## src/rtl/rxepreambl_gen_if.sv

```systemverilog
// Byte-stream bundle between the PHY nibble assembler, the preamble stripper and the filters.
// The stimulus side (master) drives bytes; the stripper (slave) returns payload and status.
interface rxepreambl_gen_if #(
   parameter int CW = 5
);
   logic          i_en;
   logic          i_v;
   logic [7:0]    i_d;
   logic          o_v;
   logic [7:0]    o_d;
   logic          o_last;
   logic          o_err;
   logic [2:0]    o_err_code;
   logic [CW-1:0] o_pre_cnt;

   modport master (
      output i_en, i_v, i_d,
      input  o_v, o_d, o_last, o_err, o_err_code, o_pre_cnt
   );

   modport slave (
      input  i_en, i_v, i_d,
      output o_v, o_d, o_last, o_err, o_err_code, o_pre_cnt
   );
endinterface

```

## src/rtl/rxepreambl_gen.sv

```systemverilog
// Receive preamble/SFD stripper: checks preamble length and SFD, forwards payload two cycles
// later through a one-byte hold register so the final byte can be tagged with o_last.
//
// state | meaning
// SYNC  | after reset; wait for an inter-frame gap before trusting i_v
// IDLE  | between frames; first valid byte selects strip or bypass
// PRE   | counting preamble bytes, waiting for the SFD
// DATA  | forwarding payload (or whole frame in bypass) through the hold register
// DROP  | rejected frame; discard bytes until the gap
module rxepreambl_gen #(
   parameter logic [7:0] PRE_BYTE = 8'h55,
   parameter logic [7:0] SFD_BYTE = 8'h5d,
   parameter int         MIN_PRE  = 7,
   parameter int         MAX_PRE  = 15,
   parameter int         CW       = 5
) (
   input  logic           i_clk,
   input  logic           i_reset_n,
   rxepreambl_gen_if.slave bus
);

   typedef enum logic [2:0] {
      S_SYNC = 3'd0,
      S_IDLE = 3'd1,
      S_PRE  = 3'd2,
      S_DATA = 3'd3,
      S_DROP = 3'd4
   } state_t;

   localparam logic [2:0]    E_BADPRE   = 3'd1;
   localparam logic [2:0]    E_SHORTPRE = 3'd2;
   localparam logic [2:0]    E_LONGPRE  = 3'd3;
   localparam logic [2:0]    E_TRUNC    = 3'd4;
   localparam logic [2:0]    E_NODATA   = 3'd5;
   localparam logic [CW-1:0] MIN_C      = CW'(MIN_PRE);
   localparam logic [CW-1:0] MAX_C      = CW'(MAX_PRE);

   state_t        state_q, state_d;
   logic [CW-1:0] cnt_q, cnt_d;
   logic [CW-1:0] cnt_inc;
   logic          en_q, en_d;
   logic          h_v_q, h_v_d;
   logic [7:0]    h_d_q, h_d_d;
   logic          o_v_q, o_v_d;
   logic [7:0]    o_d_q, o_d_d;
   logic          o_last_q, o_last_d;
   logic          o_err_q, o_err_d;
   logic [2:0]    code_q, code_d;
   logic [CW-1:0] pre_cnt_q, pre_cnt_d;

   assign cnt_inc = cnt_q + 1'b1;

   always_ff @(posedge i_clk or negedge i_reset_n) begin
      if (!i_reset_n) begin
         state_q   <= S_SYNC;
         cnt_q     <= '0;
         en_q      <= 1'b0;
         h_v_q     <= 1'b0;
         h_d_q     <= '0;
         o_v_q     <= 1'b0;
         o_d_q     <= '0;
         o_last_q  <= 1'b0;
         o_err_q   <= 1'b0;
         code_q    <= '0;
         pre_cnt_q <= '0;
      end else begin
         state_q   <= state_d;
         cnt_q     <= cnt_d;
         en_q      <= en_d;
         h_v_q     <= h_v_d;
         h_d_q     <= h_d_d;
         o_v_q     <= o_v_d;
         o_d_q     <= o_d_d;
         o_last_q  <= o_last_d;
         o_err_q   <= o_err_d;
         code_q    <= code_d;
         pre_cnt_q <= pre_cnt_d;
      end
   end

   always_comb begin
      state_d   = state_q;
      cnt_d     = cnt_q;
      en_d      = en_q;
      h_v_d     = h_v_q;
      h_d_d     = h_d_q;
      o_v_d     = 1'b0;
      o_d_d     = 8'h00;
      o_last_d  = 1'b0;
      o_err_d   = 1'b0;
      code_d    = code_q;
      pre_cnt_d = pre_cnt_q;

      unique case (state_q)
         S_SYNC: begin
            if (!bus.i_v) state_d = S_IDLE;
         end

         S_IDLE: begin
            if (bus.i_v) begin
               en_d = bus.i_en;
               if (!bus.i_en) begin
                  state_d = S_DATA;
                  h_v_d   = 1'b1;
                  h_d_d   = bus.i_d;
               end else if (bus.i_d == PRE_BYTE) begin
                  state_d = S_PRE;
                  cnt_d   = {{(CW-1){1'b0}}, 1'b1};
               end else begin
                  state_d = S_DROP;
                  o_err_d = 1'b1;
                  code_d  = E_BADPRE;
               end
            end
         end

         S_PRE: begin
            if (!bus.i_v) begin
               state_d = S_IDLE;
               o_err_d = 1'b1;
               code_d  = E_TRUNC;
            end else if (bus.i_d == PRE_BYTE) begin
               cnt_d = cnt_inc;
               if (cnt_inc == MAX_C) begin
                  state_d = S_DROP;
                  o_err_d = 1'b1;
                  code_d  = E_LONGPRE;
               end
            end else if (bus.i_d == SFD_BYTE) begin
               pre_cnt_d = cnt_q;
               if (cnt_q >= MIN_C) begin
                  state_d = S_DATA;
                  h_v_d   = 1'b0;
               end else begin
                  state_d = S_DROP;
                  o_err_d = 1'b1;
                  code_d  = E_SHORTPRE;
               end
            end else begin
               state_d = S_DROP;
               o_err_d = 1'b1;
               code_d  = E_BADPRE;
            end
         end

         S_DATA: begin
            if (bus.i_v) begin
               if (h_v_q) begin
                  o_v_d = 1'b1;
                  o_d_d = h_d_q;
               end
               h_v_d = 1'b1;
               h_d_d = bus.i_d;
            end else begin
               state_d = S_IDLE;
               h_v_d   = 1'b0;
               if (h_v_q) begin
                  o_v_d    = 1'b1;
                  o_d_d    = h_d_q;
                  o_last_d = 1'b1;
               end else if (en_q) begin
                  // SFD immediately followed by the gap: a frame with no payload
                  o_err_d = 1'b1;
                  code_d  = E_NODATA;
               end
            end
         end

         S_DROP: begin
            if (!bus.i_v) state_d = S_IDLE;
         end

         default: state_d = S_SYNC;
      endcase
   end

   assign bus.o_v        = o_v_q;
   assign bus.o_d        = o_d_q;
   assign bus.o_last     = o_last_q;
   assign bus.o_err      = o_err_q;
   assign bus.o_err_code = code_q;
   assign bus.o_pre_cnt  = pre_cnt_q;

endmodule

```

## src/flat_wrapper.sv

```systemverilog
// flat-port wrapper written by rule: the top's interface ports become plain ports
module rxepreambl_gen_flat 
#(
   parameter logic [7:0] PRE_BYTE = 8'h55,
   parameter logic [7:0] SFD_BYTE = 8'h5d,
   parameter int         MIN_PRE  = 7,
   parameter int         MAX_PRE  = 15,
   parameter int         CW       = 5
)
  (i_clk, i_reset_n, bus_i_en, bus_i_v, bus_i_d, bus_o_v, bus_o_d, bus_o_last, bus_o_err, bus_o_err_code, bus_o_pre_cnt);
  rxepreambl_gen_if #(.CW(CW)) bus_i ();
  input  logic i_clk;
  input  logic i_reset_n;
  input wire logic [$bits(bus_i.i_en)-1:0] bus_i_en;
  input wire logic [$bits(bus_i.i_v)-1:0] bus_i_v;
  input wire logic [$bits(bus_i.i_d)-1:0] bus_i_d;
  output wire logic [$bits(bus_i.o_v)-1:0] bus_o_v;
  output wire logic [$bits(bus_i.o_d)-1:0] bus_o_d;
  output wire logic [$bits(bus_i.o_last)-1:0] bus_o_last;
  output wire logic [$bits(bus_i.o_err)-1:0] bus_o_err;
  output wire logic [$bits(bus_i.o_err_code)-1:0] bus_o_err_code;
  output wire logic [$bits(bus_i.o_pre_cnt)-1:0] bus_o_pre_cnt;
  assign bus_i.i_en = bus_i_en;
  assign bus_i.i_v = bus_i_v;
  assign bus_i.i_d = bus_i_d;
  assign bus_o_v = bus_i.o_v;
  assign bus_o_d = bus_i.o_d;
  assign bus_o_last = bus_i.o_last;
  assign bus_o_err = bus_i.o_err;
  assign bus_o_err_code = bus_i.o_err_code;
  assign bus_o_pre_cnt = bus_i.o_pre_cnt;
  rxepreambl_gen #(.PRE_BYTE(PRE_BYTE), .SFD_BYTE(SFD_BYTE), .MIN_PRE(MIN_PRE), .MAX_PRE(MAX_PRE), .CW(CW)) u_core (.i_clk(i_clk), .i_reset_n(i_reset_n), .bus(bus_i));
endmodule
```

## config.mk

```make
export PLATFORM = sky130hd
export DESIGN_NAME = rxepreambl_gen_flat
export DESIGN_NICKNAME = d
export VERILOG_FILES = /design/src/rtl/rxepreambl_gen_if.sv /design/src/rtl/rxepreambl_gen.sv /design/src/flat_wrapper.sv
export SDC_FILE = /design/constraint.sdc
export NUM_CORES = 1
export LEC_CHECK = 0
export CELL_PAD_IN_SITES_DETAIL_PLACEMENT = 0
export CELL_PAD_IN_SITES_GLOBAL_PLACEMENT = 1
export CORE_MARGIN = 2
export CORE_UTILIZATION = 44
export DETAILED_ROUTE_END_ITERATION = 8
export PLACE_DENSITY = 0.82
export SYNTH_ARGS = -nofsm -noshare
export SYNTH_HDL_FRONTEND = slang
export SYNTH_SLANG_ARGS = --single-unit
```

## constraint.sdc

```tcl
create_clock -name i_clk -period 3.08 [get_ports i_clk]
set_input_delay 0.616 -clock i_clk [delete_from_list [all_inputs] [get_ports i_clk]]
set_output_delay 0.616 -clock i_clk [all_outputs]
set_load 0.02 [all_outputs]
```

==> summary.txt <==
Timing
  • Max Fclk: ~0.44 GHz
  • Clock Skews: slightly above 0.008 ns
  • Worst rel slew slack: about half
  • Max-slew violations: 0
  • Final Hold Viols: 0
  • Final min period: 2.25 ns
  • Final setup fails: 0
  • Total negative slack: 0 ns
  • Hold WS: 0.477 ns
  • Unrepaired setup endpoints after global routing: no
  • Measured slew at the worst slew-check pin: between 0.7 and 0.8 ns
  • Final period util: roughly three quarters

GRT
  • Global-route wire length before repair: ~5900 µm
  • Grt ovf: 0
  • Tot GR Track Use: 17.3%
  • Pin count of the biggest net entering global routing: 38
  • Number of global-route vias before repair: around 1200
  • Initial antenna violation count: 0

Worst setup path
  • Reg2Reg Depth: 6
  • Worst path required time: 3.28 ns
  • Crit. Startpoint: bus_i_v
  • R2r startpoint: u_core.cnt_q[1]
  • Endpoint type of the worst setup path: register
  • Crit path to: u_core.bus.o_err_code[0]
  • Worst setup SP type: input pin
  • Reg2reg setup slack: 1.13 ns
  • Critical path type: in -> reg
  • Worst EP arrival: 2.45 ns
  • Crit-path max FO: 11
  • Reg2Reg Capture Point: u_core.bus.o_err_code[0]

Synthesis
  • Yosys top cell area share: 51.0%
  • Yosys top cell by area: dfrtp_1
  • Post-synthesis simple-gate area fraction: 21.7%
  • Adder-Cell Fraction of Synth Area: 1.38%
  • Compound-Gate Fraction of Synth Area: between 10 and 15%
  • Syn_nets: 176
  • Register area share after synthesis: between 50% and 60%
  • Async S/R FF share, synth: 100%
  • Syn Inst Count: 162
  • Mux share of post-synthesis cell area: approximately 8%
  • Synth Area in XOR/XNOR: 1.45%
  • Register bit total from synthesis: 37
  • Distinct cell type count after synthesis: 52
  • Synth area leaders: dfrtp_1 (51%), mux2_2 (7.4%), and2_1 (2.8%)
  • Synth Cell Area: roughly 1800 µm²
  • Syn Area/Cell: 11.2 µm²
  • Top FF cell, synth: dfrtp_1
  • Largest family of logic cells by synthesized area: simple AND/OR/NAND/NOR gates
  • Synth warn: 0
  • Post-synth EDFFs: 0

Floorplan
  • Initial Utilization: between 40 and 50%
  • Die width: 68.2 µm
  • Die height: 68.2 µm
  • Die area: 4650 µm²
  • Rows: 23
  • Top Ports: 31
  • Core outline area: 3970 µm²

Layout
  • Leading cell type in the layout, fill and taps excluded: dfrtp_1
  • Post-layout net count: 208
  • Final instance area: 2270 µm²
  • Diode count: 0
  • Fin util: between 50% and 60%
  • Area Growth Syn to Fin: 25.1%
  • Share of cells above drive strength 1: 18.5%
  • Commonest non-fill, non-tap cells in the layout: dfrtp_1 (37), clkdlybuf4s50_1 (30), mux2_2 (12)

Clock tree
  • Cts bufs inserted: 5
  • CTS max path bufs: 2
  • Cts hold-fix bufs: 0
  • Clk sinks: 37
  • Quantity of gates resized following cts: 0
  • Clk_lat worst skew: 0.29 ns
  • Clock transition at the registers of the reported paths: 0.08 ns
  • CTS root buffer: clkbuf_8
  • Post-CTS Setup Bufs: 0
  • CTS tree: yes
  • H-Tree Depth: 2

Power and ir drop
  • Power per Cell Area: about 690 nW/µm²
  • Peak supply drop: 0.000336 V
  • Leak pwr: about 1 nW

Placement
  • Detailed Place HPWL: 2590 µm
  • Dpl cell area: 2130 µm²
  • Final GP Congestion: 0.843
  • Buffers added on ports: 30

Detailed routing
  • Detailed-route via count: 1321
  • Drt pass-1 iters: 4
  • Drt wl/cell: 14.7 µm
  • Vias per cell: between 5 and 6
  • Remaining antenna violation count: 0
  • Routed Wire Length: ~3600 µm
  • Initial DRC Count: 70
  • # DRC: 0

Worst hold path
  • HP Class: reg -> reg

Run
  • Max-cap violations: 0

Status
  • Status: complete, no violations
critical path: stages:
cell	delay [ns]
clkdlybuf4s50_1	0.60
nand3b_1	0.25
or2_0	0.19
a31oi_1	0.13
or3_2	0.45
a32oi_1	0.21
state kept, by name, summed over array words and instances (netlist names):
register,count
u_core.bus.o_d,8
u_core.bus.o_err,1
u_core.bus.o_err_code,3
u_core.state_q,3
u_core.bus.o_pre_cnt,5
u_core.en_q,1
u_core.h_v_q,1
u_core.h_d_q,8
u_core.bus.o_v,1
u_core.cnt_q,5
u_core.bus.o_last,1
worst min path at each step:
stage / startpoint / endpoint / slack [ns] / cells past startpoint
6_report: u_core.h_d_q[7] / u_core.bus.o_d[7] / 0.48 / 1
5_1_grt: u_core.h_d_q[1] / u_core.bus.o_d[1] / 0.50 / 1
4_1_cts: u_core.h_d_q[4] / u_core.bus.o_d[4] / 0.48 / 1
3_5_place_dp: u_core.h_d_q[4] / u_core.bus.o_d[4] / 0.46 / 1
2_1_floorplan: i_reset_n / u_core.bus.o_d[0] / 0.32 / 0
3_3_place_gp: u_core.h_d_q[4] / u_core.bus.o_d[4] / 0.46 / 1
cell type report:
type | instances | area, µm²
flip-flops and latches | 37 | 926
multi-input cells | 114 | 817
inverters | 5 | 18.8
well taps | 50 | 62.6
fillers | 336 | 1700
clock inverters | 3 | 68.8
clock buffers | 5 | 68.8
repair buffers | 31 | 308
power breakdown:
group | leakage, nW | internal, mW | switching (mW)
Combinational | 0.449 | 0.203 | 0.184
Sequential | 0.484 | 0.591 | 0.0819
Clock | 0.0687 | 0.326 | 0.175
Total | 1.00 | 1.12 | 0.441
logic make-up after synthesis:
logic type                 Yosys count
xor gates and xnor gates             3
muxes                               13
adders and majority gates            2
buffers and inverters               11
and+or+nand+nor                     61
DFF                                 37
AOI/OAI and AO/OA                   35
routing by layer:
metal	wire (µm)	global-route usage [%]	up-vias
met5	0	0	-
met4	36	6.00	0
met3	225	3.95	6
met2	1680	26.7	38
met1	1660	23.8	636
li1	-	-	641
through the flow:
| stage | power [mW] | setup slack (ns) | instances |
|---|---|---|---|
| after floorplan | 0.941 | 1.18 | 162 |
| after global placement | 1.06 | 0.603 | 237 |
| after detailed placement | 1.07 | 0.539 | 237 |
| after CTS | 1.57 | 0.829 | 245 |
| after global routing | 1.65 | 0.708 | 245 |
| final | 1.56 | 0.829 | 245 |
synth_stat cells, types with 2 or more instances:
master and n:
nor3b_1 3, a21oi_1 6, inv_1 5, a31oi_1 2, o31ai_1 3, clkbuf_8 2, o21ai_0 10, buf_4 2
buf_2 2, xor2_1 2, nand2b_1 5, mux2_2 12, nand2_1 8, dfrtp_1 37, and2_1 8, o21ai_1 3
ha_1 2, nor4b_1 2, nor2b_1 3, nand3_1 4, nor2_1 10
Power figures use the tool's default switching activity.
==> patch, RTL diff (same flow settings) <==
`PRE_BYTE` is set to 8'h55 in 2 places; all go to 8'h2A.
--- a/src/rtl/rxepreambl_gen.sv
+++ b/src/rtl/rxepreambl_gen.sv
@@ -10,3 +10,3 @@
 module rxepreambl_gen #(
-   parameter logic [7:0] PRE_BYTE = 8'h55,
+   parameter logic [7:0] PRE_BYTE = 8'h2A,
    parameter logic [7:0] SFD_BYTE = 8'h5d,
--- a/src/flat_wrapper.sv
+++ b/src/flat_wrapper.sv
@@ -3,3 +3,3 @@
 #(
-   parameter logic [7:0] PRE_BYTE = 8'h55,
+   parameter logic [7:0] PRE_BYTE = 8'h2A,
    parameter logic [7:0] SFD_BYTE = 8'h5d,
Behaviour: not the same (a bounded check fails within 4 cycles, from zero or initial values and one cycle with i_reset_n low).
==> patch against the original RTL <==
  * Synthesized area decreased by 0.62%
  * Register-to-register slack got worse by 0.08 ns
  * Critical path depth unchanged
  * Sequential cell count unchanged
  * First-iteration DRC count decreased by 20%
  * Power up 10%
  * Cell area up 0.83%
  * Wire length is 3.4% lower
  * Setup slack gained 0.0052 ns
  * Die area shrank 0.57%
  * Critical path type unchanged
  * Largest power group unchanged
  * Highest routed layer unchanged
==> patch: results (changes against the original RTL) <==
{
  "yosys": {
    "multiplexer_area_fraction_after_synthesis": {"value": 8.33, "unit": "%", "change": "+0.33 points"},
    "portion_of_the_post_synthesis_area_used_by_sequential_elements": {"value": 51.4, "unit": "%", "change": "+0.32 points"},
    "most_area_consuming_cells_after_synthesis": "dfrtp_1 51%, mux2_2 6.9%, and2_1 3.1%",
    "synth-compound-area-share": {"value": 15.5, "unit": "%", "change": "+2.9 points"},
    "synthDistinctLibCells": {"value": 51, "change": "-1.9%"},
    "postSynthNetCount": {"value": 175, "change": "-0.57%"},
    "yosys.area_share.xor_xnor": {"value": 0, "unit": "%", "change": "-1.4 points"},
    "synthAdderAreaFrac": {"value": 1.39, "unit": "%", "change": "+0.0086 points"}
  },
  "power_and_ir_drop": {
    "combinationalPowerShare": {"value": 30.1, "unit": "%", "change": "+5.3 points"},
    "comb_cell_power": {"value": 518, "unit": "uW", "change": "+34%"},
    "power.internal": {"value": 1.20, "unit": "mW", "change": "+6.9%"},
    "clock_group_share_of_total_power": {"value": 29.0, "unit": "%", "change": "-3.1 points"},
    "leakagePower": {"value": 0.979, "unit": "nW", "change": "-2.2%"},
    "vdd_drop_max": {"value": 300, "unit": "uV", "change": "-11%"}
  },
  "worst_hold_path": {
    "hold_start": "u_core.h_d_q[5]",
    "whs_path_depth": {"value": 1, "change": "unchanged"},
    "holdPathEnd": "u_core.bus.o_d[5]"
  },
  "place": {
    "dpl_worst_slack": {"value": 0.539, "unit": "ns", "change": "-0.000568 ns"},
    "hpwlAfterDp": {"value": 2650, "unit": "um", "change": "+2.2%"},
    "gp_congestion": {"value": 0.827, "change": "-1.9%"}
  },
  "timing": {
    "skew": {"value": 0.00416, "unit": "ns", "change": "-0.00389 ns"},
    "max_slew_headroom": {"value": 68.2, "unit": "%", "change": "+16 points"},
    "layout_worst_path_cycle_share": {"value": 72.9, "unit": "%", "change": "-0.17 points"}
  },
  "critical_path": {
    "critPathLaunch": "bus_i_d[0]",
    "termination_of_the_worst_setup_path": "u_core.state_q[0]",
    "minimum_setup_slack_among_reg_to_reg_paths": {"value": 1.05, "unit": "ns", "change": "-0.08 ns"},
    "crit_family": "simple AND/OR/NAND/NOR gates",
    "rr_worst_depth": {"value": 6, "change": "unchanged"},
    "worstPathMaxFanout": {"value": 3, "change": "-8"},
    "critical_path.reg2reg.endpoint": "u_core.bus.o_err_code[1]"
  },
  "run_status": {
    "run_status": "finished, final reports clean"
  },
  "detailed_routing": {
    "num_vias": {"value": 1340, "change": "+1.4%"},
    "postRouteWirelength": {"value": 3480, "unit": "um", "change": "-3.4%"},
    "drt_iter0_drcs": {"value": 56, "change": "-20%"}
  },
  "layout": {
    "post_route_cells_drive_above_1_share": {"value": 17.9, "unit": "%", "change": "-0.51 points"},
    "fillerInstances": {"value": 344, "change": "+2.4%"}
  },
  "global_routing": {
    "grt_first_pass_wirelength": {"value": 5760, "unit": "um", "change": "-1.8%"}
  }
}
patch: changes by cell type after synthesis, sizes merged, moves of 3 or more:
cell,before,now
a21oi,7,10
nand2,9,12
nor2,10,7
nor3,0,3
o21ai,14,10
patch: per-stage QoR:
step | std cells | cell area [um2]
floorplan | 161 | 1800
global placement | 237 | 2150
detailed placement | 237 | 2150
CTS | 245 | 2290
global route | 245 | 2290
finish | 245 | 2290
patch: final cells by class:
| class | instances | area share, % |
|---|---|---|
| clock buffer | 5 | 3.01 |
| clock inverter | 3 | 3.01 |
| inverter | 4 | 0.656 |
| multi-input combinational | 115 | 36.7 |
| sequential | 37 | 40.5 |
| tap | 50 | 2.73 |
| timing repair buffer | 31 | 13.4 |
patch: metal layers:
metal  global-route usage, %  up-vias  routed length [um]
li1                        -      640                   -
met1                    20.7      658                1510
met3                    3.62        7                 159
met5                       0        -                   0
met4                    5.75        0                  51
met2                    28.6       35                1750
